File: config.mk
export PLATFORM = sky130hd
export DESIGN_NAME = saph_vidgen_ctrl
export DESIGN_NICKNAME = d
export VERILOG_FILES = /design/src/rtl/saph_vidgen_pkg.sv /design/src/rtl/saph_vidgen_ctrl_regfile.sv /design/src/rtl/saph_vidgen_ctrl.sv
export SDC_FILE = /design/constraint.sdc
export NUM_CORES = 1
export LEC_CHECK = 0
export ABC_AREA = 1
export CAP_MARGIN = 40
export CORE_UTILIZATION = 45
export CTS_BUF_LIST = sky130_fd_sc_hd__clkbuf_4 sky130_fd_sc_hd__clkbuf_8
export DETAILED_ROUTE_END_ITERATION = 8
export DONT_BUFFER_PORTS = 1
export GPL_ROUTABILITY_DRIVEN = 1
export GPL_TIMING_DRIVEN = 1
export HOLD_SLACK_MARGIN = 0.02
export PLACE_DENSITY_LB_ADDON = 0.25
export SLEW_MARGIN = 5
export SYNTH_ARGS = -nofsm -noshare
export SYNTH_HDL_FRONTEND = slang
export SYNTH_SLANG_ARGS = --single-unit
File: constraint.sdc
create_clock -name clk -period 1.3 [get_ports clk]
set_input_delay 0 -clock clk [delete_from_list [all_inputs] [get_ports clk]]
set_output_delay 0 -clock clk [all_outputs]
set_load 0.01 [all_outputs]
File: src/rtl/saph_vidgen_pkg.sv
// Shared definitions for the video-generator control block: FSM states,
// staging register map and the 640x480 power-up timing.
package saph_vidgen_pkg;

    typedef enum logic [2:0] {
        ST_OFF,
        ST_RUN,
        ST_PEND,
        ST_DRAIN,
        ST_LOAD
    } state_t;

    localparam logic [3:0] ADDR_CLK_DIV = 4'd0;
    localparam logic [3:0] ADDR_H_FP    = 4'd1;
    localparam logic [3:0] ADDR_H_VID   = 4'd2;
    localparam logic [3:0] ADDR_H_BP    = 4'd3;
    localparam logic [3:0] ADDR_H_SYNC  = 4'd4;
    localparam logic [3:0] ADDR_V_FP    = 4'd5;
    localparam logic [3:0] ADDR_V_VID   = 4'd6;
    localparam logic [3:0] ADDR_V_BP    = 4'd7;
    localparam logic [3:0] ADDR_V_SYNC  = 4'd8;

    localparam int unsigned DEF_CLK_DIV = 0;
    localparam int unsigned DEF_H_FP    = 15;
    localparam int unsigned DEF_H_VID   = 639;
    localparam int unsigned DEF_H_BP    = 47;
    localparam int unsigned DEF_H_SYNC  = 95;
    localparam int unsigned DEF_V_FP    = 9;
    localparam int unsigned DEF_V_VID   = 479;
    localparam int unsigned DEF_V_BP    = 32;
    localparam int unsigned DEF_V_SYNC  = 1;

endpackage

File: src/rtl/saph_vidgen_ctrl_regfile.sv
// Staging register file for the video timing fields, with combinational
// zero-extended readback of the addressed field.
module saph_vidgen_ctrl_regfile
    import saph_vidgen_pkg::*;
#(
    parameter int unsigned div_width = 6,
    parameter int unsigned x_width   = 10,
    parameter int unsigned y_width   = 10
) (
    input  logic                 clk,
    input  logic                 rst,
    input  logic                 we,
    input  logic [3:0]           addr,
    input  logic [15:0]          wdata,
    output logic [15:0]          rdata,
    output logic [div_width-1:0] clk_div,
    output logic [x_width-1:0]   h_fp,
    output logic [x_width-1:0]   h_vid,
    output logic [x_width-1:0]   h_bp,
    output logic [x_width-1:0]   h_sync,
    output logic [y_width-1:0]   v_fp,
    output logic [y_width-1:0]   v_vid,
    output logic [y_width-1:0]   v_bp,
    output logic [y_width-1:0]   v_sync
);

    always_ff @(posedge clk) begin
        if (rst) begin
            clk_div <= div_width'(DEF_CLK_DIV);
            h_fp    <= x_width'(DEF_H_FP);
            h_vid   <= x_width'(DEF_H_VID);
            h_bp    <= x_width'(DEF_H_BP);
            h_sync  <= x_width'(DEF_H_SYNC);
            v_fp    <= y_width'(DEF_V_FP);
            v_vid   <= y_width'(DEF_V_VID);
            v_bp    <= y_width'(DEF_V_BP);
            v_sync  <= y_width'(DEF_V_SYNC);
        end else if (we) begin
            // Addresses 9..15 fall through to default and are dropped.
            case (addr)
                ADDR_CLK_DIV: clk_div <= wdata[div_width-1:0];
                ADDR_H_FP:    h_fp    <= wdata[x_width-1:0];
                ADDR_H_VID:   h_vid   <= wdata[x_width-1:0];
                ADDR_H_BP:    h_bp    <= wdata[x_width-1:0];
                ADDR_H_SYNC:  h_sync  <= wdata[x_width-1:0];
                ADDR_V_FP:    v_fp    <= wdata[y_width-1:0];
                ADDR_V_VID:   v_vid   <= wdata[y_width-1:0];
                ADDR_V_BP:    v_bp    <= wdata[y_width-1:0];
                ADDR_V_SYNC:  v_sync  <= wdata[y_width-1:0];
                default: ;
            endcase
        end
    end

    always_comb begin
        rdata = '0;
        case (addr)
            ADDR_CLK_DIV: rdata = 16'(clk_div);
            ADDR_H_FP:    rdata = 16'(h_fp);
            ADDR_H_VID:   rdata = 16'(h_vid);
            ADDR_H_BP:    rdata = 16'(h_bp);
            ADDR_H_SYNC:  rdata = 16'(h_sync);
            ADDR_V_FP:    rdata = 16'(v_fp);
            ADDR_V_VID:   rdata = 16'(v_vid);
            ADDR_V_BP:    rdata = 16'(v_bp);
            ADDR_V_SYNC:  rdata = 16'(v_sync);
            default:      rdata = '0;
        endcase
    end

endmodule

File: src/rtl/saph_vidgen_ctrl.sv
// Video-generator control: commits staged timing to the active registers at a
// vsync boundary after draining the generator. Optional PEND watchdog: SAPH_VIDGEN_CTRL_TIMEOUT_EN.
module saph_vidgen_ctrl
    import saph_vidgen_pkg::*;
#(
    parameter int unsigned div_width     = 6,
    parameter int unsigned x_width       = 10,
    parameter int unsigned y_width       = 10,
    parameter int unsigned drain_cycles  = 4,
    parameter int unsigned timeout_width = 20
) (
    input  logic                 clk,
    input  logic                 rst,
    input  logic                 reg_we,
    input  logic [3:0]           reg_addr,
    input  logic [15:0]          reg_wdata,
    output logic [15:0]          reg_rdata,
    input  logic                 run,
    input  logic                 apply,
    input  logic                 vsync,
    output logic                 en,
    output logic [div_width-1:0] vga_clk_div,
    output logic [x_width-1:0]   h_fp_width,
    output logic [x_width-1:0]   h_vid_width,
    output logic [x_width-1:0]   h_bp_width,
    output logic [x_width-1:0]   h_sync_width,
    output logic [y_width-1:0]   v_fp_width,
    output logic [y_width-1:0]   v_vid_width,
    output logic [y_width-1:0]   v_bp_width,
    output logic [y_width-1:0]   v_sync_width,
    output logic                 busy,
    output logic                 applied,
    output logic                 timeout
);

    localparam logic [7:0] DRAIN_LAST = 8'(drain_cycles - 1);

    logic [div_width-1:0] stg_clk_div;
    logic [x_width-1:0]   stg_h_fp, stg_h_vid, stg_h_bp, stg_h_sync;
    logic [y_width-1:0]   stg_v_fp, stg_v_vid, stg_v_bp, stg_v_sync;

    saph_vidgen_ctrl_regfile #(
        .div_width (div_width),
        .x_width   (x_width),
        .y_width   (y_width)
    ) u_regfile (
        .clk     (clk),
        .rst     (rst),
        .we      (reg_we),
        .addr    (reg_addr),
        .wdata   (reg_wdata),
        .rdata   (reg_rdata),
        .clk_div (stg_clk_div),
        .h_fp    (stg_h_fp),
        .h_vid   (stg_h_vid),
        .h_bp    (stg_h_bp),
        .h_sync  (stg_h_sync),
        .v_fp    (stg_v_fp),
        .v_vid   (stg_v_vid),
        .v_bp    (stg_v_bp),
        .v_sync  (stg_v_sync)
    );

    state_t     state, state_nx;
    logic       vsync_q;
    logic       vsync_rise;
    logic       commit, commit_nx;
    logic [7:0] drain_cnt, drain_cnt_nx;

    assign vsync_rise = vsync & ~vsync_q;

`ifdef SAPH_VIDGEN_CTRL_TIMEOUT_EN
    localparam logic [timeout_width-1:0] TMO_LAST = {{(timeout_width-1){1'b1}}, 1'b0};

    logic [timeout_width-1:0] tmo_cnt, tmo_cnt_nx;
    logic                     timeout_q, timeout_nx;
    assign timeout = timeout_q;
`else
    assign timeout = 1'b0;
`endif

    always_comb begin
        state_nx     = state;
        commit_nx    = commit;
        drain_cnt_nx = '0;
`ifdef SAPH_VIDGEN_CTRL_TIMEOUT_EN
        tmo_cnt_nx   = '0;
        timeout_nx   = timeout_q;
`endif
        case (state)
            ST_OFF: begin
                if (apply) begin
                    state_nx = ST_LOAD;
`ifdef SAPH_VIDGEN_CTRL_TIMEOUT_EN
                    timeout_nx = 1'b0;
`endif
                end else if (run) begin
                    state_nx = ST_RUN;
                end
            end
            ST_RUN: begin
                if (apply) begin
                    state_nx = ST_PEND;
`ifdef SAPH_VIDGEN_CTRL_TIMEOUT_EN
                    timeout_nx = 1'b0;
`endif
                end else if (!run) begin
                    state_nx  = ST_DRAIN;
                    commit_nx = 1'b0;
                end
            end
            ST_PEND: begin
                if (vsync_rise) begin
                    state_nx  = ST_DRAIN;
                    commit_nx = 1'b1;
                end
`ifdef SAPH_VIDGEN_CTRL_TIMEOUT_EN
                else if (tmo_cnt == TMO_LAST) begin
                    state_nx   = ST_DRAIN;
                    commit_nx  = 1'b1;
                    timeout_nx = 1'b1;
                end else begin
                    tmo_cnt_nx = tmo_cnt + 1'b1;
                end
`endif
            end
            ST_DRAIN: begin
                if (drain_cnt == DRAIN_LAST) begin
                    state_nx = commit ? ST_LOAD : ST_OFF;
                end else begin
                    drain_cnt_nx = drain_cnt + 8'd1;
                end
            end
            ST_LOAD: begin
                state_nx  = run ? ST_RUN : ST_OFF;
                commit_nx = 1'b0;
            end
            default: state_nx = ST_OFF;
        endcase
    end

    assign en      = (state == ST_RUN) || (state == ST_PEND);
    assign busy    = (state == ST_PEND) || (state == ST_DRAIN) || (state == ST_LOAD);
    assign applied = (state == ST_LOAD);

    always_ff @(posedge clk) begin
        if (rst) begin
            state     <= ST_OFF;
            vsync_q   <= 1'b0;
            commit    <= 1'b0;
            drain_cnt <= '0;
`ifdef SAPH_VIDGEN_CTRL_TIMEOUT_EN
            tmo_cnt   <= '0;
            timeout_q <= 1'b0;
`endif
        end else begin
            state     <= state_nx;
            vsync_q   <= vsync;
            commit    <= commit_nx;
            drain_cnt <= drain_cnt_nx;
`ifdef SAPH_VIDGEN_CTRL_TIMEOUT_EN
            tmo_cnt   <= tmo_cnt_nx;
            timeout_q <= timeout_nx;
`endif
        end
    end

    // Copy samples staging before this edge, so a write landing in the LOAD
    // cycle stays in staging for the next commit.
    always_ff @(posedge clk) begin
        if (rst) begin
            vga_clk_div  <= div_width'(DEF_CLK_DIV);
            h_fp_width   <= x_width'(DEF_H_FP);
            h_vid_width  <= x_width'(DEF_H_VID);
            h_bp_width   <= x_width'(DEF_H_BP);
            h_sync_width <= x_width'(DEF_H_SYNC);
            v_fp_width   <= y_width'(DEF_V_FP);
            v_vid_width  <= y_width'(DEF_V_VID);
            v_bp_width   <= y_width'(DEF_V_BP);
            v_sync_width <= y_width'(DEF_V_SYNC);
        end else if (state == ST_LOAD) begin
            vga_clk_div  <= stg_clk_div;
            h_fp_width   <= stg_h_fp;
            h_vid_width  <= stg_h_vid;
            h_bp_width   <= stg_h_bp;
            h_sync_width <= stg_h_sync;
            v_fp_width   <= stg_v_fp;
            v_vid_width  <= stg_v_vid;
            v_bp_width   <= stg_v_bp;
            v_sync_width <= stg_v_sync;
        end
    end

endmodule

==> results.md, run 1 <==
- Clock sink count: 185
- DP Area: 7540 um2
- First-pass GRT wire length: 32200 um
- R2R Path End: state[0]
- Synth area leaders: dfxtp_1 (50%), nand2_1 (8.8%), o21ai_0 (7.3%)
- Final Setup Violations: 1
- Gpl congestion: 0.819
- Clock network power share: 0.293
- Pleak: 0.00388 uW
- RSZ-0062 raised after global routing: true
- DRT Pass-1 Iters: 5
- Min Tclk post-route: 1.31 ns
- Flop pwr share: 0.492
- Starting DRC count in detailed routing: 556
- Combinational share of power: 0.216
- Clk Latency, worst-skew pair: 0.48 ns
- Detailed Place HPWL: 13400 um
- # IOs: 132
- Final instance area: 9110 um2
- Critical Path Source Type: flop
- R2R Path Start: state[0]
- Ratio of cells with drive above 1 in the final layout: 0.249
- H-tree lvl count: 4
- Layout Nets: 1015
- Setup CP Type: reg2out
- Synth warn: 0
- Rows: 46
- Yosys top cell by area: dfxtp_1
- Avg Vias per Cell: 5.39
- Most common cell in the netlist: dfxtp_1
- Remaining Overflow, GRT: 0
- Core Footprint: 15900 um2
- Slowest-stage cell, CP: dfxtp_4
- Post-synth EDFFs: 0
- TritonCTS buffer count: 17
- Vias: 6563
- Internal reg-to-reg setup slack: 0.03 ns
- Mapped Area: 7350 um2
- MaxCap Viol Count: 0
- Area grow syn2layout: 23.9%
- Final setup margin: -0.00775 ns
- Antenna violations before repair: 0
- Overall Power: 14400 uW
- Hold path cells: 5
- Skew final: 0.0174 ns
- Final Hold Fails: 0
- Req. time, crit path: 1.30 ns
- Unique masters post-synth: 36
- Ys async rst share: 0
- CTS Root Cell: clkbuf_8
- Hold worst-path end: u_regfile.clk_div[3]
- Max Clk Rate: 765 MHz
- Worst R2R Path Depth: 7
- Die Area: 16900 um2
- Max VDD drop: 802 uV
- Hold Crit Class: in2reg
- Remaining antenna violation count: 0
- Tot GR Track Use: 0.255
- Power density cells: 1580 nW/um2
- Failing checks: negative setup slack
- Setup TNS: -0.00775 ns
- Switching Share: 0.324
- Hold_sp: reg_addr[2]
- Synth Register Bits: 185
- Worst rel slew slack: 0.528
- CTS tree: done
- CP arrival: 1.31 ns
- Die X-Extent: 130 um
- Synth cell count leaders: dfxtp_1 (185), nand2_1 (172), o21ai_0 (107), a21oi_1 (106), inv_1 (82)
- Worst-path maximum fanout: 6
- Net Switching: 4680 uW
- Worst stage delay on the critical path: 0.37 ns
- Status: finished, violations left
- Die H: 130 um
- Vias in the first global route: 5688
- Worst Setup End Kind: primary output
- Top-area cell type share of the netlist area: 0.504
- Initial core utilization: 0.461
- Final Hold Slack: 0.0522 ns
- Final Cycle Share: 1.01
- Clock transition at path regs: 0.10 ns
- Most used flip-flop cell after synthesis: dfxtp_1
- Synthesized netlist cell count: 940
- Largest net degree at the start of global routing: 96
- Port buffer count: 0
- Post-synthesis area per instance: 7.82 um2
- Clock Path Buffers: 2
- Tightest Pin Transition: 0.707 ns
- Seq/Total Area, Yosys: 0.504
- Routed wire length: 22000 um
- Slew Viols, Final: 0
- Average wire per standard cell: 18.1 um
- Internal power: 9760 uW
- Crit-path cells: nor2_4 > nand2_4 > clkinv_8 > buf_12
- Util after Layout: 0.571
- DRC: 0
metrics by stage:
step / std cells / worst slack, ns
after floorplan: 946 / 0.0112
after global placement: 1121 / 0.0179
after detailed placement: 1121 / -0.00602
after CTS: 1197 / -0.0265
after global routing: 1217 / -0.0596
final: 1218 / -0.00775
repair_timing:
item | in CTS | in global routing
buffers inserted | 8 | 18
gates cloned | 1 | 4
hold buffers | 35 | 1
setup endpoints to repair | 13 | 120
hold endpoints to repair | 179 | 16
gates resized for setup | 80 | 99
pin swaps | 18 | 32
worst max-delay path: cells and delay by family (launching register included):
kind / cells / cell delay [ns]
flops: 1 / 0.37
simple gates: 2 / 0.24
buf+inv: 2 / 0.21
power by group through the flow:
stage | sequential [uW] | clock (uW) | combinational (uW)
after floorplan | 7010 | 0 | 1700
after global placement | 7170 | 0 | 2090
after detailed placement | 7170 | 0 | 2110
after CTS | 7070 | 4270 | 2530
after global routing | 7190 | 4490 | 3450
final | 7100 | 4230 | 3120
final cells by class:
class,count,area (um2)
Fill cell,1442,6830
Sequential cell,185,3730
Multi-Input combinational cell,603,3340
Timing Repair Buffer,84,940
Inverter,97,390
Clock buffer,21,277
Tap cell,216,270
Clock inverter,11,159
Antenna cell,1,2.50
logic make-up after synthesis:
family | share of synthesized area
simple gates | 0.202
compound gates | 0.193
flops | 0.504
buf+inv | 0.0941
xor+xnor | 0.00477
fa+ha+maj | 0.00170
other cells | 0.000510
placed cells by master, fill, tap and decap left out, types with 7 or more instances in the layout:
master	netlist	layout
a21oi_1	106	102
buf_12	0	7
buf_4	12	34
clkbuf_8	0	19
conb_1	1	7
dfxtp_1	185	168
dfxtp_2	0	14
dlygate4sd3_1	0	29
inv_1	82	35
inv_2	11	54
nand2_1	172	160
nand2_2	5	15
nand2_4	6	8
nand3_1	70	59
nand3_2	0	7
nor2_1	57	44
nor2_2	5	12
nor2_4	3	9
o211ai_1	21	21
o21ai_0	107	89
o21ai_1	4	16
o21ai_2	2	8
o22ai_1	21	8
o22ai_2	0	8
worst max-delay path by stage:
stage                 startpoint             to  cells after the start
global placement    drain_cnt[0]       state[1]                      9
CTS                     state[0]        applied                      4
floorplan               state[0]  h_bp_width[4]                      7
global route            state[0]       state[0]                      7
detailed placement  drain_cnt[0]       state[1]                      9
finish                  state[1]        applied                      4
per-layer routing:
layer	share of wire	GRT usage
met1	0.46	0.359
met2	0.44	0.380
met3	0.081	0.0619
met4	0.019	0.0910
met5	0	0
Power figures use the tool's default switching activity.
==> run 2, diff against run 1 <==
- PLACE_DENSITY: unset -> 0.64
- PLACE_DENSITY_LB_ADDON: 0.25 -> unset
==> run 2 against run 1 <==
Net effect:
- the run now ends clean
- hold slack improved by 0.056 ns
- sequential cell count unchanged
- final cell count about the same
- core utilization decreased by 0.62 points
- via count decreased by 0.70%
- global-route usage decreased by 0.48 points
==> results.md, run 2 (synthesis gave the netlist of run 1 again) <==
- Status: complete, no violations
- Core Footprint: 15900 um2 (unchanged)
- DP Area: 7580 um2 (+0.50%)
- Power density cells: 1530 nW/um2 (-3.4%)
- Most frequent cells in the layout: dfxtp_1 (167), nand2_1 (163), a21oi_1 (100), o21ai_0 (93), nand3_1 (59)
- RSZ-0062 raised after global routing: true
- Area grow syn2layout: 22.6%
- CP arrival: 1.30 ns (about the same)
- # IOs: 132 (unchanged)
- DRT Pass-1 Iters: 7 (+2)
- Critical path buffer and inverter count: 1 (-1)
- MaxCap Viol Count: 0 (unchanged)
- First-pass GRT wire length: 31700 um (-1.4%)
- Crit-path cells: inv_2 > o22ai_1 > nor2_2 > nand3_4
- Fill count: 1468 (+1.8%)
- Hold Crit Class: in2reg
- DRC: 0 (unchanged)
- Switching Share: 0.338 (+0.0137)
- Combinational share of power: 0.207 (-0.009)
- Setup TNS: 0 ns (+0.00775 ns)
- Die X-Extent: 130 um (unchanged)
- Final Hold Fails: 0 (unchanged)
- Gpl congestion: 0.814 (-0.61%)
- TritonCTS buffer count: 17 (unchanged)
- Die Area: 16900 um2 (unchanged)
- Req. time, crit path: 1.30 ns (about the same)
- Clock network power share: 0.279 (-0.014)
- Average wire per standard cell: 17.4 um (-3.8%)
- Layout Nets: 1015 (unchanged)
- Slew Viols, Final: 0 (unchanged)
- H-tree lvl count: 4 (unchanged)
- Initial core utilization: 0.461 (unchanged)
- Die H: 130 um (unchanged)
- Clk Latency, worst-skew pair: 0.48 ns (about the same)
- Multi-input logic area: 3350 um2 (+0.30%)
- Diodes inserted: 0 (-1)
- Remaining antenna violation count: 0 (unchanged)
- Avg Vias per Cell: 5.35 (-0.62%)
- Largest net degree at the start of global routing: 48 (-50%)
- Pleak: 0.00385 uW (-0.84%)
- Final Cycle Share: 0.999 (-0.00665)
- Vias in the first global route: 5751 (+1.1%)
- Rows: 46 (unchanged)
- Tightest Pin Transition: 0.673 ns (-0.0345 ns)
- Skew final: 0.0172 ns (-0.000167 ns)
- Worst stage delay on the critical path: 0.32 ns (-0.05 ns)
- Remaining Overflow, GRT: 0 (unchanged)
- Antenna violations before repair: 1 (+1)
- Net Switching: 4660 uW (-0.42%)
- Final instance area: 9010 um2 (-1.1%)
- Setup CP Type: reg2out
- Clock Path Buffers: 2 (unchanged)
- Worst Setup End Kind: primary output
- Flop pwr share: 0.513 (+0.021)
- Slowest-stage cell, CP: dfxtp_1
- Most common cell after layout, fill and taps aside: dfxtp_1
- Internal power: 9140 uW (-6.4%)
- Vias: 6517 (-0.70%)
- Clock transition at path regs: 0.10 ns (about the same)
- Ratio of cells with drive above 1 in the final layout: 0.235 (-0.0140)
- Worst-path maximum fanout: 3 (-3)
- Tot GR Track Use: 0.250 (-0.00480)
- Overall Power: 13800 uW (-4.5%)
- Max VDD drop: 776 uV (-3.3%)
- Final Setup Violations: 0 (-1)
- CTS Root Cell: clkbuf_8
- Worst rel slew slack: 0.551 (+0.0230)
- Port buffer count: 0 (unchanged)
- Detailed Place HPWL: 13600 um (+1.2%)
- Starting DRC count in detailed routing: 541 (-2.7%)
- FF+latch area: 3740 um2 (+0.10%)
- Critical Path Source Type: flop
- Routed wire length: 21200 um (-3.9%)
- CTS tree: done
- Clock sink count: 185 (unchanged)
- Worst path top cell family by delay: flip-flops
- Min Tclk post-route: 1.30 ns (-0.00864 ns)
- Max Clk Rate: 770 MHz (+0.67%)
## run 2: cell types whose count changed in the layout (fill, tap and decap cells not counted), sizes merged, moves of 2 or more
cell         change
bufbuf           +3
dlygate4sd3      +5
bufinv           -2
clkinv           +4
buf              -3
clkbuf           -8
inv              +3
## run 2: worst min-delay path, stage by stage
cell	delay [ns]
nor2_4	0.03
nand2_4	0.16
inv_4	0.06
nand2_4	0.11
buf_4	0.12
a21oi_1	0.05
## run 2: per-stage QoR
stage | util | std cells | worst slack [ns] | hold slack [ns]
finish | 0.565 | 1217 | 0.000893 | 0.108
global route | 0.565 | 1217 | -0.0560 | 0.110
CTS | 0.543 | 1204 | -0.0172 | -0.0523
detailed placement | 0.475 | 1126 | -0.0190 | 0.0809
global placement | 0.475 | 1126 | -0.000204 | 0.0755
floorplan | - | 946 | 0.0112 | 0.107
## run 2: routing by layer
metal | up-vias | GRT usage | share of wire
met1 | 3046 | 0.352 | 0.46
met5 | - | 0 | 0.00061
met2 | 245 | 0.366 | 0.44
met3 | 37 | 0.0693 | 0.083
li1 | 3187 | - | -
met4 | 2 | 0.0910 | 0.019
## run 2: power groups by stage
stage          Sequential (uW)  Combinational (uW)  Clock, uW
6_report                  7080                2860       3850
4_1_cts                   7050                2610       3930
5_1_grt                   7180                3190       4150
3_3_place_gp              7170                2090          0
2_1_floorplan             7010                1700          0
3_5_place_dp              7170                2120          0
## run 2: final timing paths
path                              from                    to  slack [ns]  depth (start not counted)
setup / recovery     u_regfile.h_bp[4]          reg_rdata[4]      0.0009                          4
hold / removal             reg_addr[2]     u_regfile.h_bp[7]        0.11                          6
setup reg to reg              state[1]         h_bp_width[0]        0.06                          6
hold reg to reg   u_regfile.clk_div[3]  u_regfile.clk_div[3]        0.47                          2
## run 2: cell type report
class	count	area share
Clock buffer	17	0.0260
Clock inverter	15	0.0178
Inverter	97	0.0428
Multi-Input combinational cell	603	0.372
Sequential cell	185	0.415
Tap cell	216	0.0300
Timing Repair Buffer	84	0.0972
## run 2: timing repair
action,in CTS,in global routing
hold buffers,36,2
setup endpoints to repair,14,136
endpoints found under the hold margin,148,11
gates resized for setup,70,91
buffers inserted,7,12
gates cloned,3,0
pin swaps,19,29
==> run 3, diff against run 2 <==
- SYNTH_HIERARCHICAL: unset -> 1
==> run 3 against run 2 <==
Net effect:
- combinational power increased by 18%
- die area up 4.9%
- first-iteration DRC count grew 3.1%
- largest power group unchanged
- area after synthesis increased by 4.9%
- design area up 3.2%
- the run now ends with negative setup slack left
- final cell count increased by 12%
- sequential power rose by 1%
- clock skew fell by 0.0045 ns
- sequential share of layout area down 1.1 points
- clock power decreased by 5%
==> results.md, run 3 <==
- Critical Path Source Type: flop
- Ratio of cells with drive above 1 in the final layout: 0.188 (-0.0467)
- Worst Setup End Kind: flop
- Worst-path maximum fanout: 5 (+2)
- Top-area cell type share of the netlist area: 0.480 (-0.0237)
- Internal power: 9200 uW (+0.67%)
- Setup CP Type: reg2reg
- Remaining antenna violation count: 0 (unchanged)
- Final Cycle Share: 1.00 (+0.00528)
- Diodes inserted: 0 (unchanged)
- DRT Pass-1 Iters: 5 (-2)
- Avg Vias per Cell: 5.19 (-3.1%)
- Slew Viols, Final: 0 (unchanged)
- Port buffer count: 0 (unchanged)
- First-pass GRT wire length: 34900 um (+10%)
- Net Switching: 4990 uW (+7.1%)
- Average wire per standard cell: 17.0 um (-2.4%)
- Most frequent cells in the layout: nand2_1 (285), nor2_1 (171), dfxtp_1 (152), nand3_1 (121), buf_4 (41)
- Largest net degree at the start of global routing: 61 (+27%)
- Util after Layout: 0.559 (-0.00646)
- Vias: 7073 (+8.5%)
- Status: finished, violations left
- Detailed Place HPWL: 14800 um (+9.0%)
- Clock network power share: 0.258 (-0.021)
- Min Tclk post-route: 1.31 ns (+0.00686 ns)
- H-tree lvl count: 4 (unchanged)
- Clock sink count: 185 (unchanged)
- Synth Register Bits: 185 (unchanged)
- Unique masters post-synth: 33 (-8.3%)
- Vias in the first global route: 6266 (+9.0%)
- Synth warn: 6 (+6)
- Mapped Area: 7710 um2 (+4.9%)
- Antenna violations before repair: 1 (unchanged)
- CP arrival: 1.72 ns (+0.42 ns)
- Synth area leaders: dfxtp_1 (48%), nand2_1 (14%), nor2_1 (9.1%)
- Die Area: 17700 um2 (+4.9%)
- Clock transition at path regs: 0.10 ns (about the same)
- CTS tree: done
- Remaining Overflow, GRT: 0 (unchanged)
- Initial core utilization: 0.463 (+0.00243)
- Req. time, crit path: 1.71 ns (+0.41 ns)
- Switching Share: 0.352 (+0.0140)
- Tot GR Track Use: 0.258 (+0.00712)
- Max VDD drop: 979 uV (+26%)
- Hold Crit Class: in2reg
- Most common cell in the netlist: nand2_1
- Flop pwr share: 0.504 (-0.009)
- TritonCTS buffer count: 17 (unchanged)
- Fill count: 1600 (+9.0%)
- Pleak: 0.00415 uW (+8.0%)
- Power density cells: 1530 nW/um2 (-0.33%)
- MaxCap Viol Count: 0 (unchanged)
- Internal reg-to-reg setup slack: -0.006 ns (-0.07 ns)
- Skew final: 0.0127 ns (-0.00447 ns)
- Die X-Extent: 133 um (+2.4%)
- Layout Nets: 1157 (+14%)
- Starting DRC count in detailed routing: 558 (+3.1%)
- Core Footprint: 16600 um2 (+4.4%)
- Rows: 47 (+2.2%)
- Final Hold Fails: 0 (unchanged)
- Yosys top cell by area: dfxtp_1
- Post-synthesis area per instance: 7.15 um2 (-8.6%)
- Area grow syn2layout: 20.6%
- Tightest Pin Transition: 0.667 ns (-0.00559 ns)
- DRC: 0 (unchanged)
- Most used flip-flop cell after synthesis: dfxtp_1
- DP Worst Slack: -0.00217 ns (+0.0168 ns)
- Synth cell count leaders: nand2_1 (295), nor2_1 (186), dfxtp_1 (185), nand3_1 (138), o21ai_0 (58)
- Worst rel slew slack: 0.554 (+0.00226)
- Ys async rst share: 0 (unchanged)
- Post-synth EDFFs: 0 (unchanged)
- Seq/Total Area, Yosys: 0.480 (-0.0237)
- Routed wire length: 23100 um (+9.3%)
- Failing checks: negative setup slack
- Most common cell after layout, fill and taps aside: nand2_1
- Final Setup Violations: 1 (+1)
- CTS Root Cell: clkbuf_8
- Max Clk Rate: 766 MHz (-0.53%)
- Clk Latency, worst-skew pair: 0.48 ns (about the same)
- Final Hold Slack: 0.111 ns (+0.00326 ns)
- Die H: 133 um (+2.4%)
- RSZ-0062 raised after global routing: true
- # IOs: 132 (unchanged)
- Final setup margin: -0.00597 ns (-0.00686 ns)
- Synthesized netlist cell count: 1079 (+15%)
- Combinational share of power: 0.238 (+0.031)
- Gpl congestion: 0.891 (+9.4%)
- Clock Path Buffers: 2 (unchanged)
## run 3: cell count changes after synthesis, moves of 12 or more
| cell | before | now |
|---|---|---|
| buf_2 | 20 | 32 |
| a21oi_1 | 106 | 34 |
| nand3_1 | 70 | 138 |
| nand2_1 | 172 | 295 |
| o22ai_1 | 21 | 0 |
| inv_1 | 82 | 41 |
| o21ai_0 | 107 | 58 |
| nor2_1 | 57 | 186 |
## run 3: power by group through the flow
stage                     registers [uW]  clock network [uW]  logic [uW]
after floorplan                     7040                   0        2080
after global placement              7250                   0        2470
after detailed placement            7250                   0        2510
after CTS                           7160                3760        3010
after global routing                7250                4000        3740
final                               7150                3660        3370
## run 3: per-stage QoR
step | total power [uW] | cells | setup TNS [ns] | cell area [um2]
final | 14200 | 1363 | -0.00597 | 9300
after global routing | 15000 | 1363 | -0.458 | 9300
after CTS | 13900 | 1344 | -0.121 | 8950
after floorplan | 9120 | 1084 | 0 | 7730
after global placement | 9730 | 1264 | 0 | 7960
after detailed placement | 9770 | 1264 | -0.00217 | 7960
## run 3: path summary, 6_finish.rpt
path                 from              endpoint  cells after the start
max              state[0]                commit                      8
min                reg_we  u_regfile/clk_div[2]                      6
max reg2reg      state[0]                commit                      8
min reg2reg  drain_cnt[0]          drain_cnt[0]                      1
## run 3: cell type report
type / count / area [um2] / share of cell area
Sequential cell: 185 / 3760 / 0.404
Multi-Input combinational cell: 777 / 3680 / 0.396
Timing Repair Buffer: 97 / 1020 / 0.110
Tap cell: 220 / 275 / 0.0296
Clock buffer: 17 / 234 / 0.0252
Inverter: 52 / 203 / 0.0218
Clock inverter: 15 / 129 / 0.0139
## run 3: per-layer routing
layer  GRT usage  vias to the layer above  share of wire
li1            -                     3544              -
met2       0.399                      286           0.46
met5           0                        -        0.00065
met3      0.0678                       28          0.079
met1       0.350                     3213           0.44
met4      0.0760                        2          0.017
## run 3: logic make-up (layout without fill, tap and decap cells)
logic type,count (synthesis),count (layout),synth area share
AND/OR/NAND/NOR,656,656,0.362
flip-flops,185,185,0.480
buffers and inverters,122,181,0.0745
AO/OA/AOI/OAI,109,109,0.0762
XOR/XNOR,4,4,0.00454
other,2,7,0.000974
adder cells (fa/ha/maj),1,1,0.00162
## run 3: worst max-delay path, cell delays in order, from the launching register on
cell	delay, ns
dfxtp_4	0.38
buf_6	0.13
buf_6	0.13
nor2_4	0.10
nand3_2	0.11
buf_4	0.15
nand3_1	0.07
nand2_1	0.06
a21oi_2	0.11
## run 3: timing repair
item	4_1_cts	5_1_grt
endpoints found under the hold margin	185	13
buffers inserted	7	17
endpoints found under the setup margin	12	88
hold buffers	40	4
resized for setup	35	93
cloned	2	1
pin swaps	6	24
